==> src/rtl/mos6502_alu_pkg.sv <==
// Shared definitions for the 6502 ALU core.
//   alu_op_t     : ALU operation encoding (5-7 reserved, produce 0x00 / no flags)
//   alu_state_t  : sequencing state of the core (ADJ only used in decimal builds)
//   ALU_W        : datapath width
//   BCD_LO_ADJ / BCD_HI_ADJ : decimal correction constants
//   add9()       : 9-bit add with carry-in, bit 8 is the carry out
package mos6502_alu_pkg;

  localparam int ALU_W = 8;

  typedef enum logic [2:0] {
    OP_SUM = 3'd0,
    OP_AND = 3'd1,
    OP_OR  = 3'd2,
    OP_XOR = 3'd3,
    OP_SR  = 3'd4
  } alu_op_t;

  typedef enum logic {
    ST_IDLE = 1'b0,
    ST_ADJ  = 1'b1
  } alu_state_t;

  localparam logic [ALU_W-1:0] BCD_LO_ADJ = 8'h06;
  localparam logic [ALU_W-1:0] BCD_HI_ADJ = 8'h60;

  function automatic logic [ALU_W:0] add9(input logic [ALU_W-1:0] a,
                                          input logic [ALU_W-1:0] b,
                                          input logic             cin);
    return {1'b0, a} + {1'b0, b} + {{ALU_W{1'b0}}, cin};
  endfunction

endpackage

==> src/rtl/mos6502_bcd_adjust.sv <==
// Combinational decimal correction of a binary add result.
// Ports:
//   bin_r [7:0] in  : binary sum
//   bin_c       in  : binary carry out of bit 7
//   bin_h       in  : binary carry out of bit 3
//   adj_r [7:0] out : decimal-corrected sum
//   adj_c       out : decimal carry
// Only instantiated when MOS6502_DECIMAL_MODE_EN is defined.
module mos6502_bcd_adjust
  import mos6502_alu_pkg::*;
(
  input  logic [ALU_W-1:0] bin_r,
  input  logic             bin_c,
  input  logic             bin_h,
  output logic [ALU_W-1:0] adj_r,
  output logic             adj_c
);

  logic [ALU_W:0] lo_fix;
  logic           c_mid;

  always_comb begin
    lo_fix = {1'b0, bin_r};
    if ((bin_r[3:0] > 4'd9) || bin_h)
      lo_fix = lo_fix + {1'b0, BCD_LO_ADJ};
    // The low-nibble fix can itself ripple past bit 7 (e.g. 0xFA), which
    // counts as a decimal carry just like the binary one.
    c_mid = bin_c | lo_fix[ALU_W];
    // High nibble is judged after the low fix so 0x9A becomes 0xA0 -> 0x00.
    adj_r = lo_fix[ALU_W-1:0];
    adj_c = c_mid;
    if ((lo_fix[7:4] > 4'd9) || c_mid) begin
      adj_r = lo_fix[ALU_W-1:0] + BCD_HI_ADJ;
      adj_c = 1'b1;
    end
  end

endmodule

==> src/rtl/mos6502_alu_core.sv <==
// Clocked 6502 ALU core.
// Captures operands/opcode when start is high, presents the result on alu_out
// with carry/overflow/half-carry and pulses valid for one cycle.
// Ports:
//   phi2            in       : clock, all state on posedge
//   reset           in       : asynchronous active-high reset
//   start           in       : capture operands this cycle (ignored while busy)
//   a_in, b_in      in  [7:0]: operands (b pre-inverted by caller for SBC)
//   op              in  [2:0]: alu_op_t
//   carry_in        in       : carry into SUM, shift-in bit for SR
//   decimal         in       : request BCD adjust of SUM
//   busy            out      : high while the decimal adjust cycle is active
//   valid           out      : one-cycle pulse when results update
//   alu_out         out [7:0]: result, held until the next result
//   carry_out, overflow_out, half_carry_out out : result flags
// Build option: MOS6502_DECIMAL_MODE_EN enables the decimal adjust (ADJ) cycle.
// Without it (2A03 build) decimal is ignored, busy is 0 and latency is always 1.
// Handshake: start is accepted on a posedge only when busy is low; valid is
// high for exactly the one cycle after results are registered and carries no
// back-pressure (the consumer must take alu_out while valid or later, it holds).
module mos6502_alu_core
  import mos6502_alu_pkg::*;
(
  input  logic             phi2,
  input  logic             reset,
  input  logic             start,
  input  logic [ALU_W-1:0] a_in,
  input  logic [ALU_W-1:0] b_in,
  input  logic [2:0]       op,
  input  logic             carry_in,
  input  logic             decimal,
  output logic             busy,
  output logic             valid,
  output logic [ALU_W-1:0] alu_out,
  output logic             carry_out,
  output logic             overflow_out,
  output logic             half_carry_out
);

  // Binary stage, evaluated straight from the inputs.
  logic [ALU_W:0]   sum9;
  logic [ALU_W-1:0] bin_r;
  logic             bin_c, bin_v, bin_h;

  always_comb begin
    sum9  = add9(a_in, b_in, carry_in);
    bin_r = '0;
    bin_c = 1'b0;
    bin_v = 1'b0;
    bin_h = 1'b0;
    case (op)
      OP_SUM: begin
        bin_r = sum9[ALU_W-1:0];
        bin_c = sum9[ALU_W];
        bin_v = (a_in[7] == b_in[7]) && (sum9[7] != a_in[7]);
        // Carry into bit 4 is recovered from the sum bit and the operand bits.
        bin_h = sum9[4] ^ a_in[4] ^ b_in[4];
      end
      OP_AND: bin_r = a_in & b_in;
      OP_OR:  bin_r = a_in | b_in;
      OP_XOR: bin_r = a_in ^ b_in;
      OP_SR: begin
        bin_r = {carry_in, a_in[7:1]};
        bin_c = a_in[0];
      end
      default: ; // reserved: zero result, no flags
    endcase
  end

  logic [ALU_W-1:0] out_q, out_d;
  logic             c_q, c_d, v_q, v_d, h_q, h_d;
  logic             valid_q, valid_d;

`ifdef MOS6502_DECIMAL_MODE_EN
  alu_state_t       state_q, state_d;
  // Binary result parked for the adjust cycle.
  logic [ALU_W-1:0] hold_r_q, hold_r_d;
  logic             hold_c_q, hold_c_d, hold_v_q, hold_v_d, hold_h_q, hold_h_d;
  logic [ALU_W-1:0] adj_r;
  logic             adj_c;

  mos6502_bcd_adjust u_bcd (
    .bin_r (hold_r_q),
    .bin_c (hold_c_q),
    .bin_h (hold_h_q),
    .adj_r (adj_r),
    .adj_c (adj_c)
  );

  always_comb begin
    state_d  = state_q;
    hold_r_d = hold_r_q;
    hold_c_d = hold_c_q;
    hold_v_d = hold_v_q;
    hold_h_d = hold_h_q;
    out_d    = out_q;
    c_d      = c_q;
    v_d      = v_q;
    h_d      = h_q;
    valid_d  = 1'b0;
    case (state_q)
      ST_IDLE: begin
        if (start) begin
          if ((op == OP_SUM) && decimal) begin
            state_d  = ST_ADJ;
            hold_r_d = bin_r;
            hold_c_d = bin_c;
            hold_v_d = bin_v;
            hold_h_d = bin_h;
          end else begin
            out_d   = bin_r;
            c_d     = bin_c;
            v_d     = bin_v;
            h_d     = bin_h;
            valid_d = 1'b1;
          end
        end
      end
      ST_ADJ: begin
        // start is deliberately not looked at here.
        out_d   = adj_r;
        c_d     = adj_c;
        v_d     = hold_v_q;
        h_d     = hold_h_q;
        valid_d = 1'b1;
        state_d = ST_IDLE;
      end
      default: state_d = ST_IDLE;
    endcase
  end

  always_ff @(posedge phi2 or posedge reset) begin
    if (reset) begin
      state_q  <= ST_IDLE;
      hold_r_q <= '0;
      hold_c_q <= 1'b0;
      hold_v_q <= 1'b0;
      hold_h_q <= 1'b0;
    end else begin
      state_q  <= state_d;
      hold_r_q <= hold_r_d;
      hold_c_q <= hold_c_d;
      hold_v_q <= hold_v_d;
      hold_h_q <= hold_h_d;
    end
  end

  assign busy = (state_q == ST_ADJ);
`else
  logic unused_decimal;
  assign unused_decimal = decimal;

  always_comb begin
    out_d   = out_q;
    c_d     = c_q;
    v_d     = v_q;
    h_d     = h_q;
    valid_d = 1'b0;
    if (start) begin
      out_d   = bin_r;
      c_d     = bin_c;
      v_d     = bin_v;
      h_d     = bin_h;
      valid_d = 1'b1;
    end
  end

  assign busy = 1'b0;
`endif

  always_ff @(posedge phi2 or posedge reset) begin
    if (reset) begin
      out_q   <= '0;
      c_q     <= 1'b0;
      v_q     <= 1'b0;
      h_q     <= 1'b0;
      valid_q <= 1'b0;
    end else begin
      out_q   <= out_d;
      c_q     <= c_d;
      v_q     <= v_d;
      h_q     <= h_d;
      valid_q <= valid_d;
    end
  end

  assign alu_out        = out_q;
  assign carry_out      = c_q;
  assign overflow_out   = v_q;
  assign half_carry_out = h_q;
  assign valid          = valid_q;

endmodule
==> config.mk <==
export PLATFORM = sky130hd
export DESIGN_NAME = mos6502_alu_core
export DESIGN_NICKNAME = d
export VERILOG_FILES = /design/src/rtl/mos6502_alu_pkg.sv /design/src/rtl/mos6502_bcd_adjust.sv /design/src/rtl/mos6502_alu_core.sv
export SDC_FILE = /design/constraint.sdc
export NUM_CORES = 1
export LEC_CHECK = 0
export ABC_AREA = 1
export BUFFER_PORTS_ARGS = -buffer_cell sky130_fd_sc_hd__buf_4
export CAP_MARGIN = 10
export CORE_UTILIZATION = 50
export CTS_CLUSTER_DIAMETER = 200
export DETAILED_ROUTE_END_ITERATION = 8
export PLACE_DENSITY = 0.75
export SYNTH_ARGS = -nofsm -noshare
export SYNTH_HDL_FRONTEND = slang
export SYNTH_SLANG_ARGS = --single-unit
==> constraint.sdc <==
create_clock -name phi2 -period 0.8 [get_ports phi2]
set_input_delay 0.16 -clock phi2 [delete_from_list [all_inputs] [get_ports phi2]]
set_output_delay 0.16 -clock phi2 [all_outputs]
set_load 0.05 [all_outputs]
Word-level counts from Yosys, hierarchy flattened --
Cells that the tools add are included. Widths: inputs -> output; s select.
Operators by class: $add $sub $neg 2, eq/ne operators 6, muxes and demuxes 5, bitwise gates (word level) 5, reduce and logical (&&, ||, !) cells 2
Operator list (number):
- $pmux 8 s5 | 1
- $add 8x8->9 | 1
- $add 9x1->9 | 1
- $and 8x8->8 | 1
- $or 8x8->8 | 1
- $xor 8x8->8 | 1
- $eq 3x2->1 const B | 2
- $eq 3x1->1 const B | 1
- $eq 3x3->1 const B | 1
- $logic_not 3->1 | 1
- $mux 1 | 3
- $pmux 1 s2 | 1
- $xor 1x1->1 | 2
- $eq 1x1->1 | 1
- $logic_and 1x1->1 | 1
- $ne 1x1->1 | 1
Storage, ports and cells: flip-flop bits (word level) 12, input port bits 24, output and inout port bits 13, logic and storage cells 25

Longest topological paths before layout --
Gate-level depths: netlist (run 1).
word-level depth 5, gate-level depth with buffers 12, depth with buffers taken out 12

Least setup slack after synthesis (run 1) --
Ideal clock, no wire load.
path kind input to register, start point input a_in[0], end point register h_q, in the netlist half_carry_out, setup time 0.122 ns, data arrival time 1.331 ns, data required time 0.678 ns, setup slack -0.653 ns, stages 10, buffers on the path 0, cells stage by stage fa_1 inv_1 fa_1 inv_1 nand3_1 nand2_2 xor2_2 nand2_1 nand2_1 o21ai_1
Between the ends: cells in the longest elaborated chain, start to end 5
Ends and longest elaborated chain:
- start: declaration | line mos6502_alu_core.sv:27 | input logic [ALU_W-1:0] a_in,
- $add 8x8->9 | line mos6502_alu_pkg.sv:30 | return {1'b0, a} + {1'b0, b} + {{ALU_W{1'b0}}, cin};
- $add 9x1->9 | line mos6502_alu_pkg.sv:30
- $xor 1x1->1 (2 in a row) | line mos6502_alu_core.sv:57 | bin_h = sum9[4] ^ a_in[4] ^ b_in[4];
- $mux 1 | line mos6502_alu_core.sv:51 | case (op)
- end signal: assignment | line mos6502_alu_core.sv:176 | h_q <= 1'b0;
- end signal: assignment | line mos6502_alu_core.sv:182 | h_q <= h_d;
- end: declaration | line mos6502_alu_core.sv:71 | logic c_q, c_d, v_q, v_d, h_q, h_d;
No other way between the ends. A chain may end at the register's enable or synchronous reset.

Worst setup path in the final report (run 1) --
start point input a_in[0], end point register out_q[1], in the netlist alu_out[1]
Between the ends: cells in the longest elaborated chain, start to end 3
Ends and longest elaborated chain:
- $add 8x8->9 | line mos6502_alu_pkg.sv:30
- $add 9x1->9 | line mos6502_alu_pkg.sv:30
- $pmux 8 s5 | line mos6502_alu_core.sv:51
- end signal: assignment | line mos6502_alu_core.sv:179 | out_q <= out_d;
- end: declaration | line mos6502_alu_core.sv:70 | logic [ALU_W-1:0] out_q, out_d;
No other way between the ends.

==> results of run 1 <==
==> cell families (layout without fill, tap and decap cells) <==
group,after synthesis,count (layout),share of synthesized area [%]
and+or+nand+nor,105,105,34.20
buffers and inverters,42,115,12.55
AOI/OAI and AO/OA,26,26,10.97
adders and majority gates,18,18,17.84
DFF,12,12,22.30
xor gates and xnor gates,2,2,1.859
other,1,1,0.2785
==> final cells by class <==
class                   count  area [µm²]
clock buffers               3       22.52
inverters                  39       150.1
multi-input cells         152        1032
well taps                  30       37.54
repair buffers             73       610.6
fillers                   143       346.6
flip-flops and latches     12       300.3
==> what timing repair did <==
action,CTS,global route
buffers inserted,4,7
hold endpoints to repair,12,0
hold buffers,1,0
pin swaps,11,10
resized for setup,21,12
endpoints found under the setup margin,23,35
==> through the flow <==
step                cell area, µm²  hold WS, ns  utilization [%]
floorplan                     1435      0.02470                -
global placement              1908       0.1770            76.33
detailed placement            1908       0.1892            76.33
CTS                           2052      0.04581            82.08
global route                  2153      0.03828            86.14
finish                        2153      0.04364            86.14
==> worst register-to-register path: stages, from the launching register on <==
cell     delay (ns)
dfrtp_1        0.39
buf_4          0.14
buf_4          0.12
nand2_1        0.06
nand2_1        0.05
==> worst paths after layout <==
| path | startpoint | to | slack [ns] | cells past startpoint |
|---|---|---|---|---|
| setup / recovery | a_in[0] | alu_out[1]$_DFFE_PP0P_ | -0.53 | 9 |
| hold / removal | start | valid$_DFF_PP0_ | 0.04 | 1 |
| setup reg to reg | overflow_out$_DFFE_PP0P_ | overflow_out$_DFFE_PP0P_ | -0.07 | 4 |
| hold reg to reg | alu_out[0]$_DFFE_PP0P_ | alu_out[0]$_DFFE_PP0P_ | 0.50 | 2 |
| max in group asynchronous | reset | overflow_out$_DFFE_PP0P_ | 0.19 | 3 |
| min in group asynchronous | reset | alu_out[0]$_DFFE_PP0P_ | 0.42 | 3 |
==> power by group <==
group / switching, W / internal (W)
clock network: 0.000186 / 0.000174
registers: 0.0000457 / 0.000669
logic: 0.000820 / 0.000628
==> registers in the layout, indices dropped and copies added, names as in the netlist <==
signal	flops
half_carry_out	1
carry_out	1
alu_out	8
valid	1
overflow_out	1
==> synth_stat cells (all sizes together), types with 2 or more instances <==
cell type	n
a21oi	3
buf	2
dfrtp	12
fa	2
ha	16
inv	39
nand2	69
nand3	14
nand3b	2
nand4	4
nor2	15
o21ai	12
o22ai	9
==> layer usage <==
| metal | vias to the layer above | GRT usage (%) |
|---|---|---|
| met1 | 756 | 34.29 |
| met4 | 0 | 18.86 |
| met5 | - | 0 |
| met3 | 18 | 1.695 |
| met2 | 93 | 54.53 |
| li1 | 802 | - |
==> layout by cell type (no fill, tap or decap), types with 2 or more instances in the layout <==
master,synthesis,final
clkbuf_4,0,3
ha_4,0,5
o21ai_2,0,2
buf_4,1,56
nand3_1,13,6
nand2_1,65,59
inv_1,35,30
ha_1,16,11
o21ai_0,2,2
dfrtp_1,12,12
o22ai_1,9,9
inv_2,4,8
nand4_1,4,4
nor2_1,14,13
fa_2,0,2
nand3_2,1,7
buf_6,1,16
o21ai_1,10,8
nand2_2,4,9
==> results.sh, run 1 <==
export IMPL_slew_viol_final=0
export IMPL_p_total_w=0.002523
export IMPL_status="finished, violations left"
export IMPL_power_density_nw_per_um2=1172
export IMPL_hold_path_class="input pin to flop"
export IMPL_clk_pin_slew_ns=0.07
export IMPL_async_flop_share_pct=100.0
export IMPL_yosysTopAreaCellShare_pct=22.30
export IMPL_ant_nets=0
export IMPL_skew_ns=0
export IMPL_numCtsBuffers=3
export IMPL_cts_tree="yes"
export IMPL_nNetsFinal=323
export IMPL_port_buffers=34
export IMPL_ios=37
export IMPL_num_rows=18
export IMPL_rsz0062_at_grt="true"
export IMPL_grt_overflow=0
export IMPL_drc=0
export IMPL_num_antenna_cells=0
export IMPL_gp_congestion=0.9123
export IMPL_cts_htree_levels=1
export IMPL_cap_viol_max_count=0
export IMPL_vdd_drop_max_v=0.001058
export IMPL_dr_pass1_iters=4
export IMPL_endpoint_kind="flop"
export IMPL_crit_chain="buf_6 > fa_2 > inv_2 > fa_2 > o21ai_2 > nor2_1 > o21ai_1 > nand2_1 > nand2_1"
export IMPL_setup_violations=23
export IMPL_antenna_found_initial=0
export IMPL_met1_length_um=1609
export IMPL_die_h_um=53.89
export IMPL_drive_above_1_share_pct=42.29
export IMPL_synth_edf_count=0
export IMPL_routed_wl_um=4259
export IMPL_grt_pass1_wl_um=6223
export IMPL_p_leak_nw=1.186
export IMPL_fmax_ghz=0.7534
export IMPL_initial_core_util_pct=53.85
export IMPL_area_growth_pct=59.94
export IMPL_yosys_warnings=0
export IMPL_routedWlPerCell_um=13.78
export IMPL_ys_types=27
export IMPL_die_area_um2=2904
export IMPL_gr_usage_all_layers_pct=30.27
export IMPL_start_kind="input pin"
export IMPL_critPathSlowestCell="fa_2"
export IMPL_met3_length_um=322
export IMPL_top_layer="met4"
export IMPL_cp_slowest_stage_delay_ns=0.43
export IMPL_fin_cells=309
export IMPL_clk_insertion_delay_late_ns=0.27
export IMPL_violations="setup timing"
export IMPL_root_buffer="clkbuf_4"
export IMPL_path_buf_inv=2
export IMPL_first_global_vias=1480
export IMPL_core_um2=2500
export IMPL_finalCritPeriodShare_pct=165.9
export IMPL_place_inst=294
export IMPL_ys_ff_latch=12
export IMPL_crit_family="adder cells"
export IMPL_first_iter_violations=63
export IMPL_setup_slack_ns=-0.5274
export IMPL_critPathKind="input pin to flop"
export IMPL_vias=1669
export IMPL_ys_seq_area_share_pct=22.30
export IMPL_avgSynthCellArea_um2=6.535
export IMPL_avgViaCountPerCell=5.401
export IMPL_synth_net_count=248
export IMPL_synth_cells=206
export IMPL_synth_area_um2=1346
export IMPL_wl_met2_um=2192
export IMPL_dpl_hpwl_um=3043
export IMPL_cts_sinks=12
export IMPL_yosysTopAreaCell="dfrtp_1"
export IMPL_crit_path_max_fanout=2
export IMPL_synthTopCellsByArea="dfrtp_1 22%, nand2_1 18%, ha_1 15%"
export IMPL_grt_max_degree=13
export IMPL_dp_slack_ns=-0.8515
export IMPL_worstPathArrival_ns=1.54
export IMPL_hold_viol_final=0
export IMPL_synth_ff_type="dfrtp_1"
export IMPL_finalSetupTns_ns=-6.801
export IMPL_clockBufferDepth=2
export IMPL_min_period_ns=1.327
export IMPL_cp_required_ns=1.01
export IMPL_die_w_um=53.89
Power figures use the tool's default switching activity.
==> run 2, diff against run 1 <==
Settings changed: CTS_BUF_LIST set to sky130_fd_sc_hd__clkbuf_2.
==> results.sh, run 2 (synthesis results as in run 1) <==
export IMPL_status="finished, violations left"
export IMPL_violations="setup timing"
export IMPL_critPathKind="input pin to flop"
export IMPL_hold_path_startpoint="start"
export IMPL_rsz0062_at_grt="true"
export IMPL_start_kind="input pin"
export IMPL_power_density_nw_per_um2=1141
export IMPL_crit_reg2reg_launch="overflow_out$_DFFE_PP0P_"
export IMPL_drive_above_1_share_pct=42.96
export IMPL_cts_sinks=12
export IMPL_first_global_vias=1476
export IMPL_finalSetupTns_ns=-6.889
export IMPL_endpoint_kind="flop"
export IMPL_port_buffers=34
export IMPL_drc=0
export IMPL_hold_end="valid$_DFF_PP0_"
export IMPL_min_period_ns=1.360
export IMPL_setup_violations=23
export IMPL_gr_usage_all_layers_pct=30.68
export IMPL_antenna_found_initial=0
export IMPL_num_rows=18
export IMPL_setup_slack_ns=-0.5604
export IMPL_placed_area_um2=1908
export IMPL_die_w_um=53.89
export IMPL_hold_path_class="input pin to flop"
export IMPL_vias=1637
export IMPL_nFillCells=146
export IMPL_dr_pass1_iters=7
export IMPL_r2r_slack_ns=-0.08
export IMPL_ant_nets=0
export IMPL_reg2reg_to="overflow_out$_DFFE_PP0P_"
export IMPL_skew_ns=0
export IMPL_worstPathArrival_ns=1.56
export IMPL_layout_common_cells="57 x nand2_1, 55 x buf_4, 29 x inv_1, 15 x buf_6, 13 x nor2_1"
export IMPL_grt_max_degree=13
export IMPL_root_buffer="clkbuf_2"
export IMPL_grt_pass1_wl_um=6265
export IMPL_rr_worst_depth=4
export IMPL_p_leak_nw=1.174
export IMPL_numCtsBuffers=3
export IMPL_largest_reg_flops=8
export IMPL_fmax_ghz=0.7351
export IMPL_worst_hold_path_num_cells=1
export IMPL_gp_congestion=0.9123
export IMPL_ios=37
export IMPL_startpoint="a_in[0]"
export IMPL_first_iter_violations=93
export IMPL_cts_tree="yes"
export IMPL_routed_wl_um=4199
export IMPL_die_area_um2=2904
export IMPL_grt_overflow=0
export IMPL_hold_viol_final=0
export IMPL_area_growth_pct=58.36
export IMPL_clockBufferDepth=2
export IMPL_core_um2=2500
export IMPL_cap_viol_max_count=0
export IMPL_initial_core_util_pct=53.85
export IMPL_p_total_w=0.002432
export IMPL_fin_util_pct=85.29
export IMPL_avgViaCountPerCell=5.332
export IMPL_fin_area_um2=2132
export IMPL_layout_commonest_cell="nand2_1"
export IMPL_cts_htree_levels=1
export IMPL_finalCritPeriodShare_pct=170.1
export IMPL_clk_pin_slew_ns=0.10
export IMPL_num_antenna_cells=0
export IMPL_fin_cells=307
export IMPL_dpl_hpwl_um=3043
export IMPL_nNetsFinal=321
export IMPL_slew_viol_final=0
export IMPL_vdd_drop_max_v=0.001129
export IMPL_die_h_um=53.89
export IMPL_clk_insertion_delay_late_ns=0.25
export IMPL_place_inst=294
export IMPL_crit_path_max_fanout=2
export IMPL_routedWlPerCell_um=13.68
export IMPL_cp_required_ns=1.00
run 2: changes by cell type in the layout (fill, tap and decap cells not counted), sizes merged:
cell	previous run	this run
buf	72	70
run 2: stage by stage:
step / hold slack, ns / setup WS, ns
final: 0.05821 / -0.5604
after global routing: 0.01222 / -0.5439
after CTS: 0.05297 / -0.5487
after detailed placement: 0.1892 / -0.8515
after global placement: 0.1770 / -0.7759
after floorplan: 0.02470 / -0.6101
run 2: cell type report:
| type | instances | area [µm²] | share of cell area, % |
|---|---|---|---|
| Tap cell | 30 | 37.54 | 1.761 |
| Timing Repair Buffer | 71 | 591.8 | 27.76 |
| Sequential cell | 12 | 300.3 | 14.08 |
| Inverter | 39 | 150.1 | 7.042 |
| Multi-Input combinational cell | 152 | 1037 | 48.65 |
| Clock buffer | 3 | 15.01 | 0.7042 |
run 2: worst max path at each step:
stage | to | slack (ns) | cells after the start
after floorplan | half_carry_out$_DFFE_PP0P_ | -0.61 | 10
after global placement | half_carry_out$_DFFE_PP0P_ | -0.78 | 11
after detailed placement | alu_out[1]$_DFFE_PP0P_ | -0.85 | 9
after CTS | alu_out[1]$_DFFE_PP0P_ | -0.55 | 9
after global routing | half_carry_out$_DFFE_PP0P_ | -0.54 | 11
final | alu_out[1]$_DFFE_PP0P_ | -0.56 | 9
run 2: what timing repair did:
| item | in CTS | in global routing |
|---|---|---|
| gates resized for setup | 18 | 17 |
| hold endpoints to repair | 12 | 0 |
| endpoints found under the setup margin | 23 | 35 |
| pin swaps | 11 | 11 |
| hold buffers | 1 | 0 |
| setup buffers | 4 | 5 |
run 2: power by group:
part	internal (W)	total (W)	switching (W)
clock	0.000102	0.000281	0.000179
combinational	0.000618	0.00143	0.000816
sequential	0.000669	0.000717	0.0000479
total	0.00139	0.00243	0.00104
run 2: critical path, cell delays in order:
cell,delay (ns)
buf_6,0.10
fa_2,0.39
inv_2,0.07
fa_2,0.43
o21ai_2,0.14
nor2_1,0.07
o21ai_1,0.08
nand2_1,0.06
nand2_1,0.05
run 2: layer usage:
layer  track usage [%]  wire length, µm
met5                 0                0
met4             19.74               82
met3             4.802              254
met2             53.29             2199
met1             34.29             1663
